==> src/rtl/hamming_top_level.sv <==
// Hamming SECDED (16,11) encoder engine with a private 256x8 data memory.
// Optional build macro ACK_PULSE_EN: ack becomes a one-cycle pulse and the FSM returns to IDLE.

module data_mem (
  input  logic       clk,
  input  logic       wr_en,
  input  logic [7:0] wr_addr,
  input  logic [7:0] wr_data,
  input  logic [7:0] rd_addr,
  output logic [7:0] rd_data
);

  // Contents are deliberately never reset so externally preloaded bytes survive reset.
  logic [7:0] core [256];

  assign rd_data = core[rd_addr];

  always_ff @(posedge clk) begin
    if (wr_en) core[wr_addr] <= wr_data;
  end

endmodule

module hamming_top_level #(
  parameter int NUM_MSG  = 15,
  parameter int OUT_BASE = 30
) (
  input  logic clk,
  input  logic rst_n,
  input  logic start,
  output logic ack
);

  typedef enum logic [2:0] {IDLE, RD_LO, RD_HI, WR_LO, WR_HI, DONE} state_t;

  state_t     state, state_next;
  logic [6:0] idx, idx_next;
  logic       ack_next;
  logic [7:0] lo_byte;
  logic [2:0] hi_bits;

  logic       wr_en;
  logic [7:0] wr_addr, wr_data, rd_addr, rd_data;
  logic [11:1] d;
  logic [15:0] codeword;
  logic       p8, p4, p2, p1, p0;

  data_mem dm1 (
    .clk     (clk),
    .wr_en   (wr_en),
    .wr_addr (wr_addr),
    .wr_data (wr_data),
    .rd_addr (rd_addr),
    .rd_data (rd_data)
  );

  // Message i lives at bytes 2i/2i+1; its codeword goes to OUT_BASE+2i/OUT_BASE+2i+1.
  assign rd_addr = {idx, (state == RD_HI)};
  assign wr_addr = 8'(OUT_BASE) + {idx, (state == WR_HI)};
  assign wr_en   = (state == WR_LO) || (state == WR_HI);

  assign d  = {hi_bits, lo_byte};
  assign p8 = ^d[11:5];
  assign p4 = (^d[11:8]) ^ (^d[4:2]);
  assign p2 = d[11] ^ d[10] ^ d[7] ^ d[6] ^ d[4] ^ d[3] ^ d[1];
  assign p1 = d[11] ^ d[9] ^ d[7] ^ d[5] ^ d[4] ^ d[2] ^ d[1];
  assign p0 = (^d) ^ p8 ^ p4 ^ p2 ^ p1;

  assign codeword = {d[11:5], p8, d[4:2], p4, d[1], p2, p1, p0};
  assign wr_data  = (state == WR_HI) ? codeword[15:8] : codeword[7:0];

  always_ff @(posedge clk or negedge rst_n) begin
    if (!rst_n) begin
      state   <= IDLE;
      idx     <= '0;
      ack     <= 1'b0;
      lo_byte <= '0;
      hi_bits <= '0;
    end else begin
      state <= state_next;
      idx   <= idx_next;
      ack   <= ack_next;
      if (state == RD_LO) lo_byte <= rd_data;
      if (state == RD_HI) hi_bits <= rd_data[2:0];
    end
  end

  always_comb begin
    state_next = state;
    idx_next   = idx;
    ack_next   = 1'b0;
    case (state)
      IDLE: begin
        if (start) begin
          state_next = RD_LO;
          idx_next   = '0;
        end
      end
      RD_LO: state_next = RD_HI;
      RD_HI: state_next = WR_LO;
      WR_LO: state_next = WR_HI;
      WR_HI: begin
        if (idx == 7'(NUM_MSG - 1)) begin
          ack_next = 1'b1;
`ifdef ACK_PULSE_EN
          state_next = IDLE;
`else
          state_next = DONE;
`endif
        end else begin
          idx_next   = idx + 7'd1;
          state_next = RD_LO;
        end
      end
      DONE: begin
        // A new start restarts from message 0; otherwise ack is held.
        if (start) begin
          state_next = RD_LO;
          idx_next   = '0;
        end else begin
          ack_next = 1'b1;
        end
      end
      default: state_next = IDLE;
    endcase
  end

endmodule

==> config.mk <==
export PLATFORM = sky130hd
export DESIGN_NAME = hamming_top_level
export DESIGN_NICKNAME = d
export VERILOG_FILES = /design/src/rtl/hamming_top_level.sv
export SDC_FILE = /design/constraint.sdc
export NUM_CORES = 1
export LEC_CHECK = 0
export CAP_MARGIN = 20
export CELL_PAD_IN_SITES_DETAIL_PLACEMENT = 1
export CELL_PAD_IN_SITES_GLOBAL_PLACEMENT = 1
export CORE_AREA = 3 3 43 45
export DETAILED_ROUTE_END_ITERATION = 16
export DIE_AREA = 0 0 46 48
export PLACE_DENSITY = 0.7
export SYNTH_ARGS = -nofsm -noshare
export SYNTH_HDL_FRONTEND = slang
export SYNTH_SLANG_ARGS = --single-unit
==> constraint.sdc <==
create_clock -name clk -period 2.07 [get_ports clk]
set_input_delay 0.5175 -clock clk [delete_from_list [all_inputs] [get_ports clk]]
set_output_delay 0.5175 -clock clk [all_outputs]
set_load 0.01 [all_outputs]
### Word level (Yosys, flattened, before mapping)

Cells that the tools add are included.

| word-level totals | value |
|---|---|
| output and inout bits | 1 |
| logic and storage cells | 25 |
| bits in registers | 11 |

| cells by class | value |
|---|---|
| reduce and logical (&&, ||, !) cells | 4 |
| multiplexer cells | 9 |
| equality and inequality tests | 8 |
| add/subtract/negate cells | 1 |

Operators with widths:

| operator | count |
|---|---|
| $pmux W3 S5 | 1 |
| $mux W7 | 2 |
| $pmux W7 S2 | 1 |
| $add A7 B1 Y7 const B | 1 |
| $eq A7 B4 Y1 const B | 1 |
| $eq A3 B2 Y1 const B | 2 |
| $eq A3 B3 Y1 const B | 2 |
| $mux W3 | 2 |
| $eq A3 B1 Y1 const B | 1 |
| $logic_not A3 Y1 | 1 |
| $reduce_and A3 Y1 | 1 |
| $mux W1 | 2 |
| $ne A2 B1 Y1 const B | 1 |
| $ne A2 B2 Y1 const B | 1 |
| $pmux W1 S2 | 1 |
| $reduce_bool A2 Y1 | 1 |
| $reduce_or A2 Y1 | 1 |

### Longest topological paths before layout

Gate-level depths: netlist of run 1.

| depth | value |
|---|---|
| word-level depth | 4 |
| mapped depth | 6 |

### Worst setup path after synthesis of run 1

OpenSTA, ideal clock, no wires.

| path | value |
|---|---|
| path type | register to register |
| start | register idx[0] |
| end | register idx[4] |
| library setup time | 126 ps |
| data required time | 1944 ps |
| arrival | 1638 ps |
| slack | 306 ps |
| cell stages (with the launch flop) | 7 |
| cell sequence | dfrtp_1 inv_1 ha_1 or4b_4 o311ai_2 a21oi_1 a221o_1 |

| on the way | value |
|---|---|
| cells in the longest elaborated chain, start to end | 3 |

Ends and longest elaborated chain:

| item | line | text |
|---|---|---|
| start: declaration | 37 | `logic [6:0] idx, idx_next;` |
| start signal: assignment | 81 | `idx <= idx_next;` |
| $add A7 B1 Y7 / $eq A7 B4 Y1 (equally long branches) | 111, 103 |  |
| $mux W7 / $ne A2 B2 Y1 (equally long branches) | - |  |
| $pmux W7 S2 / $reduce_and A3 Y1 (equally long branches) | - |  |

Several ways; a longest one is shown, not always the timed one. The select of a mux whose other input is x is not followed.
A chain may end at the register's enable or synchronous reset.

### Worst setup path after layout of run 1

| path | value |
|---|---|
| start | register idx[1] |
| end | register idx[4] |

The elaborated chain is that of the path after synthesis.

==> qor.csv, run 1 <==
metric,value,unit
cp.arrival,1.98,ns
synth_xor_area_frac,0.0282,
worstPathRequired,2.22,ns
syn_inst,64,
antenna_found_initial,0,
relSlewSlack,0.669,
cp-start-kind,flop,
ant_nets,0,
vdd_drop_max,0.000534,V
clk_pin_slew_worst_paths,0.07,ns
synth_seq_cells,11,
synth_compound_area_frac,0.211,
p_leak,0.304,nW
grt_pass1_vias,537,
postSynthAreaPerCell,9.72,µm²
holdBufCountCts,0,
die_w,46,µm
cts_tree,built,
place_inst,81,
report.final.slew_viol_count,0,
grt_pass1_wl,2280,µm
clock.fmax,0.547,GHz
cts_made_buffers,3,
ys_warn_count,0,
ys_types,28,
utilization,0.459,
hp-class,reg2reg,
rsz0062_at_grt,no,
syn_nets,69,
routed-via-count,498,
setup-tns-final,0,ns
tightest_slew,0.495,ns
drive_gt1_frac,0.145,
grt_max_degree,12,
instances_no_fill,85,
status,"finished, final reports clean",
cap_violations,0,
finalHoldViolations,0,
worstSetupPathType,reg2reg,
io_buffers,3,
period_minus_slack,1.83,ns
cts_root_buffer,clkbuf_4,
fin_skew,0.000665,ns
drt-total-wl,1340,µm
syn_area,622,µm²
synth_mux_area_frac,0,
dr.pass1.iters,3,
crit_fanout,5,
worst_skew_pair.late_latency,0.27,ns
synth_adder_area_share,0.0402,
synth-simple-area-share,0.237,
design.core.area,1510,µm²
gp_congestion,0.685,
post-route-period-util,0.883,
power_density,1140,nW/µm²
wl_per_cell,15.7,µm
cts.sinks,11,
io_pins,4,
synth_top_family_by_area,simple AND/OR/NAND/NOR gates,
ys_seq_area_frac,0.443,
grt-ovfl-total,0,
fp.dieH,48,µm
h-tree-depth,1,
rows,14,
via_per_inst,5.86,
finalSetupViolCount,0,
grt_usage,0.155,
drt_iter0_drc,4,
syn2layout_area_growth,11.3,%
end_kind,flop,
ctsResizeCount,0,
dp_hpwl,957,µm
initial_core_util,0.413,
clockBufferDepth,2,
drc_errors,0,
fin_nets,75,
die-area,2210,µm²
cts_setup_buffers,0,
antennaDiodeCount,0,
-- cells in the final DEF (no fill, tap or decap) --
master,instances
o21bai_1,1
o21ai_2,1
nand3_1,2
nor2_1,4
o2bb2ai_1,3
or4_2,1
nand2b_1,3
o311ai_2,1
a21oi_1,3
or4b_4,1
or3_1,2
and3_1,2
xnor2_1,2
or2_1,1
a21oi_2,1
nor3b_1,1
dfrtp_1,11
ha_1,2
a21o_1,1
buf_4,1
clkbuf_1,1
clkdlybuf4s50_1,3
a21o_2,1
inv_1,3
a211o_1,2
clkbuf_4,3
a221o_1,1
nor3_1,4
nand2_1,6
o21ai_0,1
-- routing by layer --
metal  vias to the layer above  share of wire  global-route usage
met2                         7           0.53               0.275
met1                       251           0.43               0.158
met5                         -              0                   0
li1                        238              -                   -
met3                         2          0.036              0.0677
met4                         0         0.0090              0.0682
-- through the flow --
| step | setup WS (ns) | power [mW] | hold slack, ns | instance area (µm²) |
|---|---|---|---|---|
| after global routing | 0.171 | 0.867 | 0.583 | 692 |
| after floorplan | 0.306 | 0.575 | 0.222 | 622 |
| after global placement | 0.0747 | 0.640 | 0.519 | 666 |
| after CTS | 0.232 | 0.802 | 0.542 | 692 |
| after detailed placement | 0.0284 | 0.649 | 0.529 | 666 |
| final | 0.241 | 0.791 | 0.538 | 692 |
-- where the power goes --
group	switching, mW	leakage (nW)	total (mW)	internal (mW)
clock	0.0705	0.0150	0.145	0.0746
combinational	0.135	0.144	0.266	0.131
sequential	0.109	0.145	0.379	0.270
total	0.315	0.304	0.791	0.476
-- synthesized netlist by cell type --
library cell  number  area (µm²)
a211o_1            2        17.5
a21o_1             1        7.51
a21o_2             1        8.76
a21oi_1            3        15.0
a21oi_2            1        8.76
a221o_1            1        10.0
and3_1             2        12.5
buf_2              2        10.0
clkbuf_1           1        3.75
dfrtp_1           11         275
ha_1               2        25.0
inv_1              3        11.3
nand2_1            6        22.5
nand2b_1           3        18.8
nand3_1            2        10.0
nor2_1             4        15.0
nor3_1             4        20.0
nor3b_1            1        7.51
o21ai_0            1        5.00
o21ai_2            1        8.76
o21bai_1           1        7.51
o2bb2ai_1          3        26.3
o311ai_2           1        16.3
or2_1              1        6.26
or3_1              2        12.5
or4_2              1        8.76
or4b_4             1        13.8
xnor2_1            2        17.5
-- cell type report --
class,count,area [µm²]
Clock buffer,4,26.3
Tap cell,16,20.0
Fill cell,179,815
Multi-Input combinational cell,47,322
Timing Repair Buffer,4,37.5
Sequential cell,11,275
Inverter,3,11.3
-- final timing paths --
check | startpoint | to | slack (ns) | cells past startpoint
max in group asynchronous | rst_n | idx[6] | 1.16 | 1
min in group asynchronous | rst_n | state[0] | 0.58 | 1
worst min register to register | idx[6] | idx[6] | 0.54 | 1
worst min-delay path | idx[6] | idx[6] | 0.54 | 1
worst max-delay path | idx[1] | idx[4] | 0.24 | 5
worst max register to register | idx[1] | idx[4] | 0.24 | 5
-- kinds of logic (layout without fill, tap and decap cells) --
kind of cell	after synthesis	after routing
and+or+nand+nor	27	27
AOI/OAI and AO/OA	16	16
DFF	11	11
buffers and inverters	6	11
adders and majority gates	2	2
xor gates and xnor gates	2	2
-- critical path: stages, from the launching register on --
cell	delay [ns]
dfrtp_1	0.42
ha_1	0.18
or4b_4	0.48
o311ai_2	0.25
a21oi_1	0.11
a221o_1	0.27
-- sequential cells by signal (all words and copies together) (netlist names) --
name,count
ack,1
state,3
idx,7
Note: power is estimated with default switching activity, not from simulation.
==> inputs of run 2 (changes only) <==
--- a/config.mk
+++ b/config.mk
@@ -8,10 +8,11 @@
 export CAP_MARGIN = 20
 export CELL_PAD_IN_SITES_DETAIL_PLACEMENT = 1
 export CELL_PAD_IN_SITES_GLOBAL_PLACEMENT = 1
-export CORE_AREA = 3 3 43 45
+export CORE_AREA = 3 3 44 46
+export CTS_CLUSTER_SIZE = 20
 export DETAILED_ROUTE_END_ITERATION = 16
-export DIE_AREA = 0 0 46 48
-export PLACE_DENSITY = 0.7
+export DIE_AREA = 0 0 47 49
+export PLACE_DENSITY = 0.67
 export SYNTH_ARGS = -nofsm -noshare
 export SYNTH_HDL_FRONTEND = slang
 export SYNTH_SLANG_ARGS = --single-unit
==> run 2 against run 1 <==
First-iteration DRC count unchanged. Via count decreased by 2.8%. Clock skew increased by 0.0020 ns. Hold slack improved by 0.0028 ns. Fmax increased by 0.38%. Critical endpoint unchanged. Final area unchanged. Core utilization decreased by 1.0 points. Sequential power decreased by 2%. Die area increased by 4.3%. Setup slack improved by 0.0069 ns. Total power decreased by 0.21%. Sequential share of layout area unchanged.
==> qor.csv, run 2 (synthesis results as in run 1) <==
metric,value,unit
drt-total-wl,1250,µm
h-tree-depth,1,
cp-start-kind,flop,
end_kind,flop,
via_per_inst,5.69,
most-common-layout-cells,"dfrtp_1 (11), nand2_1 (6), nor2_1 (4), nor3_1 (4)",
worstPathRequired,2.24,ns
worstSetupPathType,reg2reg,
fin_nets,75,
path_cells,ha_1 -> or4b_4 -> o311ai_2 -> a21oi_1 -> a221o_1,
grt_pass1_vias,483,
initial_core_util,0.403,
fp.dieH,49,µm
vdd_drop_max,0.000456,V
worst_skew_pair.late_latency,0.28,ns
cts.sinks,11,
power_density,1140,nW/µm²
cap_violations,0,
die-area,2300,µm²
cp.buffers_inverters,0,
rr_worst_depth,5,
gp_congestion,0.736,
ant_nets,0,
status,"finished, final reports clean",
cp_top_family,compound AO/OA/AOI/OAI gates,
fin_skew,0.00266,ns
hold_ws,0.541,ns
wl_per_cell,14.7,µm
ctsResizeCount,0,
grt_pass1_wl,2210,µm
finalSetupViolCount,0,
largest_reg_flops,7,
grt-ovfl-total,0,
dp_hpwl,934,µm
cts_tree,built,
path_depth,5,
clock.fmax,0.549,GHz
post-route-period-util,0.880,
routed-via-count,484,
die_w,47,µm
cts_made_buffers,3,
antenna_found_initial,0,
crit_fanout,5,
report.final.slew_viol_count,0,
p_leak,0.304,nW
top_regs,"idx: 7 flops, state: 3 flops, ack: 1 flops",
clockBufferDepth,2,
total_power,0.789,mW
largest-register,idx,
io_buffers,3,
finalHoldViolations,0,
clk_pin_slew_worst_paths,0.07,ns
hp-class,reg2reg,
tightest_slew,0.497,ns
setup-tns-final,0,ns
cts_setup_buffers,0,
drive_gt1_frac,0.145,
grt_usage,0.145,
dr.pass1.iters,4,
grt_max_degree,12,
syn2layout_area_growth,11.3,%
final_common_cell,dfrtp_1,
cts_root_buffer,clkbuf_4,
period_minus_slack,1.82,ns
drt_iter0_drc,4,
rsz0062_at_grt,no,
antennaDiodeCount,0,
max_stage_delay,0.48,ns
rows,14,
slowest_stage,or4b_4,
drc_errors,0,
setup_ws,0.248,ns
design.core.area,1540,µm²
dp_slack,0.0308,ns
holdBufCountCts,0,
cp.arrival,1.99,ns
whs_path_depth,1,
io_pins,4,
relSlewSlack,0.668,
run 2: layer usage:
metal / wire length (µm) / GRT usage
met5: 0 / 0
met4: 52 / 0.124
met3: 47 / 0.0443
met2: 517 / 0.179
met1: 631 / 0.195
run 2: worst paths after layout:
kind                       slack [ns]  endpoint    from
setup / recovery                 0.25    idx[4]  idx[1]
hold / removal                   0.54    idx[6]  idx[6]
setup reg to reg                 0.25    idx[4]  idx[1]
hold reg to reg                  0.54    idx[6]  idx[6]
max in group asynchronous        1.17       ack   rst_n
min in group asynchronous        0.57    idx[5]   rst_n
run 2: power breakdown:
part	switching (mW)	internal [mW]	total (mW)
sequential	0.102	0.270	0.373
clock	0.0772	0.0749	0.152
combinational	0.134	0.131	0.264
run 2: worst reg2reg max path: stages (launching register included):
cell and delay, ns:
dfrtp_1 0.41, ha_1 0.16, or4b_4 0.48, o311ai_2 0.27, a21oi_1 0.12, a221o_1 0.26
run 2: through the flow:
stage,cells,instance area [µm²],util
floorplan,64,622,-
global placement,81,666,0.432
detailed placement,81,666,0.432
CTS,85,692,0.449
global route,85,692,0.449
finish,85,692,0.449
run 2: final cells by class:
class	instances	area (µm²)
multi-input cells	47	322
repair buffers	4	37.5
clock buffers	4	26.3
fillers	177	850
flip-flops and latches	11	275
well taps	16	20.0
inverters	3	11.3
